===== src/rtl/tohost_monitor_if.sv =====
// rtl/tohost_monitor_if.sv - data-memory write port observed by tohost_monitor
interface tohost_monitor_if;
  logic        wr_en;
  logic [31:0] wr_addr;
  logic [31:0] wr_data;
  logic [3:0]  wr_strb;

  // The core drives the store port.
  modport master (
    output wr_en,
    output wr_addr,
    output wr_data,
    output wr_strb
  );

  // The monitor only observes it and never stalls the core.
  modport slave (
    input wr_en,
    input wr_addr,
    input wr_data,
    input wr_strb
  );
endinterface


===== src/rtl/tohost_monitor.sv =====
// rtl/tohost_monitor.sv - riscv-tests tohost end-of-test decoder, watchdog under TOHOST_MONITOR_WATCHDOG_EN
module tohost_monitor #(
  parameter logic [31:0] TOHOST_ADDR = 32'h0000_1000,
  parameter logic [31:0] TIMEOUT     = 32'd5000
) (
  input  logic              clk,
  input  logic              rst,
  input  logic              clr,
  tohost_monitor_if.slave   wr,
  output logic              done,
  output logic              pass,
  output logic              fail,
  output logic              timeout,
  output logic [30:0]       test_num,
  output logic [31:0]       cycle_count
);

  typedef enum logic [1:0] {
    ST_RUN     = 2'd0,
    ST_PASS    = 2'd1,
    ST_FAIL    = 2'd2,
    ST_TIMEOUT = 2'd3
  } state_t;

  state_t state;
  state_t state_nxt;

  logic qual;
  logic pass_hit;
  logic fail_hit;
  logic wd_expire;

  // Only full-word stores to tohost while still running count as a verdict.
  assign qual     = wr.wr_en && (wr.wr_addr == TOHOST_ADDR) &&
                    (wr.wr_strb == 4'hF) && (state == ST_RUN);
  assign pass_hit = qual && (wr.wr_data == 32'h1);
  assign fail_hit = qual && wr.wr_data[0] && (wr.wr_data != 32'h1);

`ifdef TOHOST_MONITOR_WATCHDOG_EN
  assign wd_expire = (state == ST_RUN) && (cycle_count == TIMEOUT - 32'd1);
`else
  logic [31:0] unused_timeout;
  assign unused_timeout = TIMEOUT;
  assign wd_expire      = 1'b0;
`endif

  // State register; reset clears everything without waiting for an edge.
  always_ff @(posedge clk or posedge rst) begin
    if (rst) begin
      state <= ST_RUN;
    end else begin
      state <= state_nxt;
    end
  end

  // Next state: clr overrides everything, a write verdict overrides the watchdog.
  always_comb begin
    state_nxt = state;
    if (clr) begin
      state_nxt = ST_RUN;
    end else if (state == ST_RUN) begin
      if (pass_hit) begin
        state_nxt = ST_PASS;
      end else if (fail_hit) begin
        state_nxt = ST_FAIL;
      end else if (wd_expire) begin
        state_nxt = ST_TIMEOUT;
      end
    end
  end

  // Capture the failing test number on the edge the FAIL verdict lands.
  always_ff @(posedge clk or posedge rst) begin
    if (rst) begin
      test_num <= 31'd0;
    end else if (clr) begin
      test_num <= 31'd0;
    end else if (fail_hit) begin
      test_num <= wr.wr_data[31:1];
    end
  end

  // Count RUN edges, including the one that terminates the test; freeze after.
  always_ff @(posedge clk or posedge rst) begin
    if (rst) begin
      cycle_count <= 32'd0;
    end else if (clr) begin
      cycle_count <= 32'd0;
    end else if (state == ST_RUN) begin
      cycle_count <= cycle_count + 32'd1;
    end
  end

  // Status flags decoded purely from registered state.
  always_comb begin
    done    = (state != ST_RUN);
    pass    = (state == ST_PASS);
    fail    = (state == ST_FAIL);
    timeout = (state == ST_TIMEOUT);
  end

endmodule

===== src/flat_wrapper.sv =====
// flat-port wrapper written by rule: the top's interface ports become plain ports
module tohost_monitor_flat 
#(
  parameter logic [31:0] TOHOST_ADDR = 32'h0000_1000,
  parameter logic [31:0] TIMEOUT     = 32'd5000
)
  (clk, rst, clr, done, pass, fail, timeout, test_num, cycle_count, wr_wr_en, wr_wr_addr, wr_wr_data, wr_wr_strb);
  tohost_monitor_if wr_i ();
  input  logic clk;
  input  logic rst;
  input  logic clr;
  output logic done;
  output logic pass;
  output logic fail;
  output logic timeout;
  output logic [30:0] test_num;
  output logic [31:0] cycle_count;
  input wire logic [$bits(wr_i.wr_en)-1:0] wr_wr_en;
  input wire logic [$bits(wr_i.wr_addr)-1:0] wr_wr_addr;
  input wire logic [$bits(wr_i.wr_data)-1:0] wr_wr_data;
  input wire logic [$bits(wr_i.wr_strb)-1:0] wr_wr_strb;
  assign wr_i.wr_en = wr_wr_en;
  assign wr_i.wr_addr = wr_wr_addr;
  assign wr_i.wr_data = wr_wr_data;
  assign wr_i.wr_strb = wr_wr_strb;
  tohost_monitor #(.TOHOST_ADDR(TOHOST_ADDR), .TIMEOUT(TIMEOUT)) u_core (.clk(clk), .rst(rst), .clr(clr), .wr(wr_i), .done(done), .pass(pass), .fail(fail), .timeout(timeout), .test_num(test_num), .cycle_count(cycle_count));
endmodule

===== config.mk =====
export PLATFORM = sky130hd
export DESIGN_NAME = tohost_monitor_flat
export DESIGN_NICKNAME = d
export VERILOG_FILES = /design/src/rtl/tohost_monitor_if.sv /design/src/rtl/tohost_monitor.sv /design/src/flat_wrapper.sv
export SDC_FILE = /design/constraint.sdc
export NUM_CORES = 1
export LEC_CHECK = 0
export CAP_MARGIN = 30
export CORE_UTILIZATION = 46
export DETAILED_ROUTE_END_ITERATION = 8
export PLACE_DENSITY = 0.84
export SYNTH_ARGS = -nofsm -noshare
export SYNTH_HDL_FRONTEND = slang
export SYNTH_SLANG_ARGS = --single-unit

===== constraint.sdc =====
create_clock -name clk -period 3.3 [get_ports clk]
set_input_delay 0.66 -clock clk [delete_from_list [all_inputs] [get_ports clk]]
set_output_delay 0.66 -clock clk [all_outputs]
set_load 0.05 [all_outputs]

==> Word level (Yosys, flattened, before mapping) <==
Index checks and enable logic that the tools add are counted.
{ "word_totals": {"reg_bits": 65, "out_inout_bits": 67} }
{ "classes": {"add_sub_neg": 1, "eq_ne": 7, "mux": 8, "n_reduce_logical": 12} }
{ "ops": {"columns": ["operator", "n"], "rows": [
  ["32-bit 2-to-1 mux", 2],
  ["31-bit 2-to-1 mux", 2],
  ["32-bit by 1-bit adder with 32-bit output (second input constant)", 1],
  ["32-bit by 1-bit equality test with 1-bit output (second input constant)", 1],
  ["32-bit by 13-bit equality test with 1-bit output (second input constant)", 1],
  ["32-bit by 1-bit != test with 1-bit output (second input constant)", 1],
  ["2-bit 2-to-1 mux", 4],
  ["1-bit logical AND", 6],
  ["2-bit nonzero test", 3],
  ["2-bit equality test (second input constant)", 2],
  ["4-bit equality test (second input constant)", 1],
  ["3-bit nonzero test", 1],
  ["2-bit by 1-bit equality test with 1-bit output (second input constant)", 1],
  ["2-bit logical NOT", 1],
  ["2-bit AND reduction", 1]
]} }

==> Longest topological paths before layout <==
{ "depth": {"word_depth": 10, "mapped_depth": 8, "depth_no_buf": 6} }

==> Least setup slack after synthesis <==
Ideal clock, no wire load.
{ "synth_timing": {"kind": "input-to-reg", "startpoint": "in wr_wr_addr[23]", "endpoint": "reg u_core.test_num[0]", "setup_time_ns": 0.078, "arrival_ns": 2.196, "required_time_ns": 3.222, "path_slack_ns": 1.025, "stages": 7, "path_cell_list": "or4b_1 > nor4_4 > and4_1 > buf_6 > buf_8 > nand3_1 > a21oi_1"} }
{ "synth_via": {"elab_chain_len": 7} }
{ "synth_rtl": {"columns": ["element", "line", "text"], "rows": [
  ["from (decl)", "flat_wrapper.sv:19", "input wire logic [$bits(wr_i.wr_addr)-1:0] wr_wr_addr;"],
  ["32-bit by 13-bit equality test with 1-bit output", "tohost_monitor.sv:34", "assign qual = wr.wr_en && (wr.wr_addr == TOHOST_ADDR) &&"],
  ["1-bit logical AND (2 in series)", "tohost_monitor.sv:34", null],
  ["1-bit logical AND", "tohost_monitor.sv:35", "(wr.wr_strb == 4'hF) && (state == ST_RUN);"],
  ["1-bit logical AND (2 in series)", "tohost_monitor.sv:37", "assign fail_hit = qual && wr.wr_data[0] && (wr.wr_data != 32'h1);"],
  ["2-bit nonzero test (no line)", null, null],
  ["to (signal assigned)", "tohost_monitor.sv:79", "test_num <= wr.wr_data[31:1];"],
  ["to (decl)", "tohost_monitor.sv:14", "output logic [30:0] test_num,"]
]} }
Every way passes these cells.
A chain may end at the register's enable or synchronous reset.

==> Final worst setup path <==
Ends and elaborated chain as after synthesis.

==> impl_metrics.tcl <==
set metrics [dict create \
    fmax_ghz 0.3792 \
    async_flop_share_pct 100.0 \
    ir_drop_mv 0.2077 \
    routabilityCongestion 0.7975 \
    num_rows 30 \
    cp.required_ns 3.55 \
    cp_cell_sequence "clkdlybuf4s50_1 -> or4b_1 -> nor4_4 -> and4_1 -> buf_4 -> nand3_1 -> a21oi_1" \
    hold_start "u_core.test_num[22]" \
    final_util_pct 72.73 \
    antenna_found_initial 0 \
    max_cap_viol_count 0 \
    wl_per_cell_um 16.02 \
    num_io_pins 139 \
    grt_pass1_vias 3166 \
    yosysWarnings 0 \
    fin_area_mm2 0.004969 \
    htreeDepth 3 \
    max_stage_delay_ns 0.57 \
    cts_resized 0 \
    final_common_cell "clkdlybuf4s50_1" \
    slew_viol_final 0 \
    post_dp_cell_area_mm2 0.004702 \
    cp_max_fo 32 \
    final-setup-viol-count 0 \
    cts_sinks 65 \
    min_to "u_core.test_num[22]" \
    die_h_um 86.48 \
    outcome "completed" \
    viasPerCell 5.631 \
    worst_r2r_endpoint "u_core.cycle_count[27]" \
    grt_max_degree 41 \
    area_growth_pct 51.33 \
    ant_nets 0 \
    dp_hpwl_um 6628 \
    hold-path-cell-count 2 \
    synth_top_flop_cell "dfrtp_1" \
    p_leak_nw 1.912 \
    clock_latency_ns 0.34 \
    dieArea_mm2 0.007479 \
    path_depth 7 \
    hold_viol_final 0 \
    end_kind "flip-flop" \
    cts_tree "built" \
    clock_path_buffers 2 \
    drive_gt1_share_pct 7.771 \
    vias 3294 \
    antenna_cells 0 \
    seq_area_frac_synth_pct 49.54 \
    period_needed_ns 2.637 \
    power_density_mw_per_mm2 373.8 \
    cts_hold_buf 0 \
    fin_nets 557 \
    initial_core_util_pct 48.06 \
    worstMarginPinSlew_ns 0.7523 \
    r2r_start "u_core.state[0]" \
    worst-path-buf-inv 2 \
    core_area_mm2 0.006832 \
    worstSetupPathType "in2reg" \
    drt_iter0_drc 119 \
    syn_inst 350 \
    drt_wl_total_um 9373 \
    clk_pin_slew_ns 0.07 \
    cts_setup_buffers 0 \
    fin_tns_setup_ns 0 \
    grt_pass1_wl_um 15400 \
    syn_area_mm2 0.003283 \
    slew_headroom_pct 49.85 \
    worst-r2r-cell-count 5 \
    cts_root_buf "clkbuf_8" \
    critical-path-slowest-cell "or4b_1" \
    crit_family "simple AND/OR/NAND/NOR gates" \
    rsz0062_at_grt "no" \
    grt.total_usage_pct 26.33 \
    gr-total-overflow 0 \
    cp-start-kind "input port" \
    cp_data_arrival_time_ns 2.89 \
    ys_seq_elements 65 \
    syn_nets 423 \
    final_cell_mix "clkdlybuf4s50_1 (137), dfrtp_1 (65), nand3_1 (40), a21oi_1 (37), o21ai_0 (36)" \
    die_x_um 86.48 \
    portBuffers 138 \
    fill_cells 523 \
    syn_area_per_cell_um2 9.380 \
    fin_skew_ns 0.005729 \
    ff2ff_setup_slack_ns 1.08 \
    min_path_type "reg2reg" \
    synth.distinct_cells 40 \
    first_pass_iters 5 \
    finalCritPeriodShare_pct 79.91 \
    synth-edff-count 0 \
    drc 0 \
    cts_buffers 9 \
]
final cells by class:
type / count / area (um2) / share of cell area, %
clock buffers: 9 / 123.9 / 2.493
clock inverters: 7 / 142.6 / 2.871
inverters: 6 / 22.52 / 0.4533
multi-input cells: 255 / 1489 / 29.97
flip-flops and latches: 65 / 1627 / 32.74
well taps: 96 / 120.1 / 2.418
repair buffers: 147 / 1444 / 29.06
worst register-to-register path, stage by stage (launching register included):
cell	delay, ns
dfrtp_1	0.42
nor2_2	0.26
nand3_1	0.35
or3_1	0.56
or3_1	0.39
a21oi_1	0.15
registers in the layout, summed over array words and instances, names as in the netlist:
register            cells
u_core.cycle_count     32
u_core.test_num        31
u_core.state            2
Yosys cell counts (6+ instances only):
cell | instances | area, um2
nand4_1 | 7 | 43.79
xnor2_1 | 20 | 175.2
or3_1 | 7 | 43.79
o21ai_0 | 36 | 180.2
nor3_1 | 8 | 40.04
xor2_1 | 6 | 52.55
a21oi_1 | 37 | 185.2
dfrtp_1 | 65 | 1627
and3_1 | 7 | 43.79
nand2_1 | 14 | 52.55
clkbuf_1 | 14 | 52.55
nand3_1 | 40 | 200.2
inv_1 | 6 | 22.52
nor4_1 | 17 | 106.4
nor2_1 | 28 | 105.1
per-layer routing:
metal	track usage [%]	wire length (um)	share of wire (%)	vias up
met3	7.143	738	7.9	15
li1	-	-	-	1531
met2	42.78	4721	50	145
met1	33.37	3774	40	1603
met4	10.76	138	1.5	0
met5	0	0	0	-
worst max path at each step:
stage,from,end,slack [ns]
after floorplan,rst,u_core.cycle_count[0],1.01
after global placement,wr_wr_addr[23],u_core.test_num[10],0.45
after detailed placement,wr_wr_addr[23],u_core.test_num[15],0.37
after CTS,wr_wr_addr[23],u_core.test_num[0],0.69
after global routing,wr_wr_addr[23],u_core.test_num[0],0.55
final,wr_wr_addr[23],u_core.test_num[0],0.66
per-stage QoR:
step	cells	total power [mW]	hold slack (ns)	setup slack [ns]
6_report	585	1.857	0.5394	0.6629
3_5_place_dp	569	0.9729	0.5328	0.3723
2_1_floorplan	350	0.8625	0.5296	1.014
3_3_place_gp	569	0.9700	0.5243	0.4477
5_1_grt	585	1.918	0.5649	0.5539
4_1_cts	585	1.867	0.5408	0.6934
report_power, final:
group | total, mW | leakage, nW | switching [mW] | internal [mW]
logic | 0.155 | 0.873 | 0.0662 | 0.0888
clock network | 0.900 | 0.133 | 0.320 | 0.579
registers | 0.802 | 0.906 | 0.00336 | 0.799
total | 1.86 | 1.91 | 0.390 | 1.47
kinds of logic after synthesis:
group | after synthesis | share of synthesized area (%)
AO/OA/AOI/OAI | 76 | 11.74
XOR/XNOR | 26 | 6.936
adder cells (fa/ha/maj) | 1 | 0.3810
buffers and inverters | 30 | 5.106
flip-flops | 65 | 49.54
AND/OR/NAND/NOR | 152 | 26.30
Note: power is estimated with default switching activity, not from simulation.
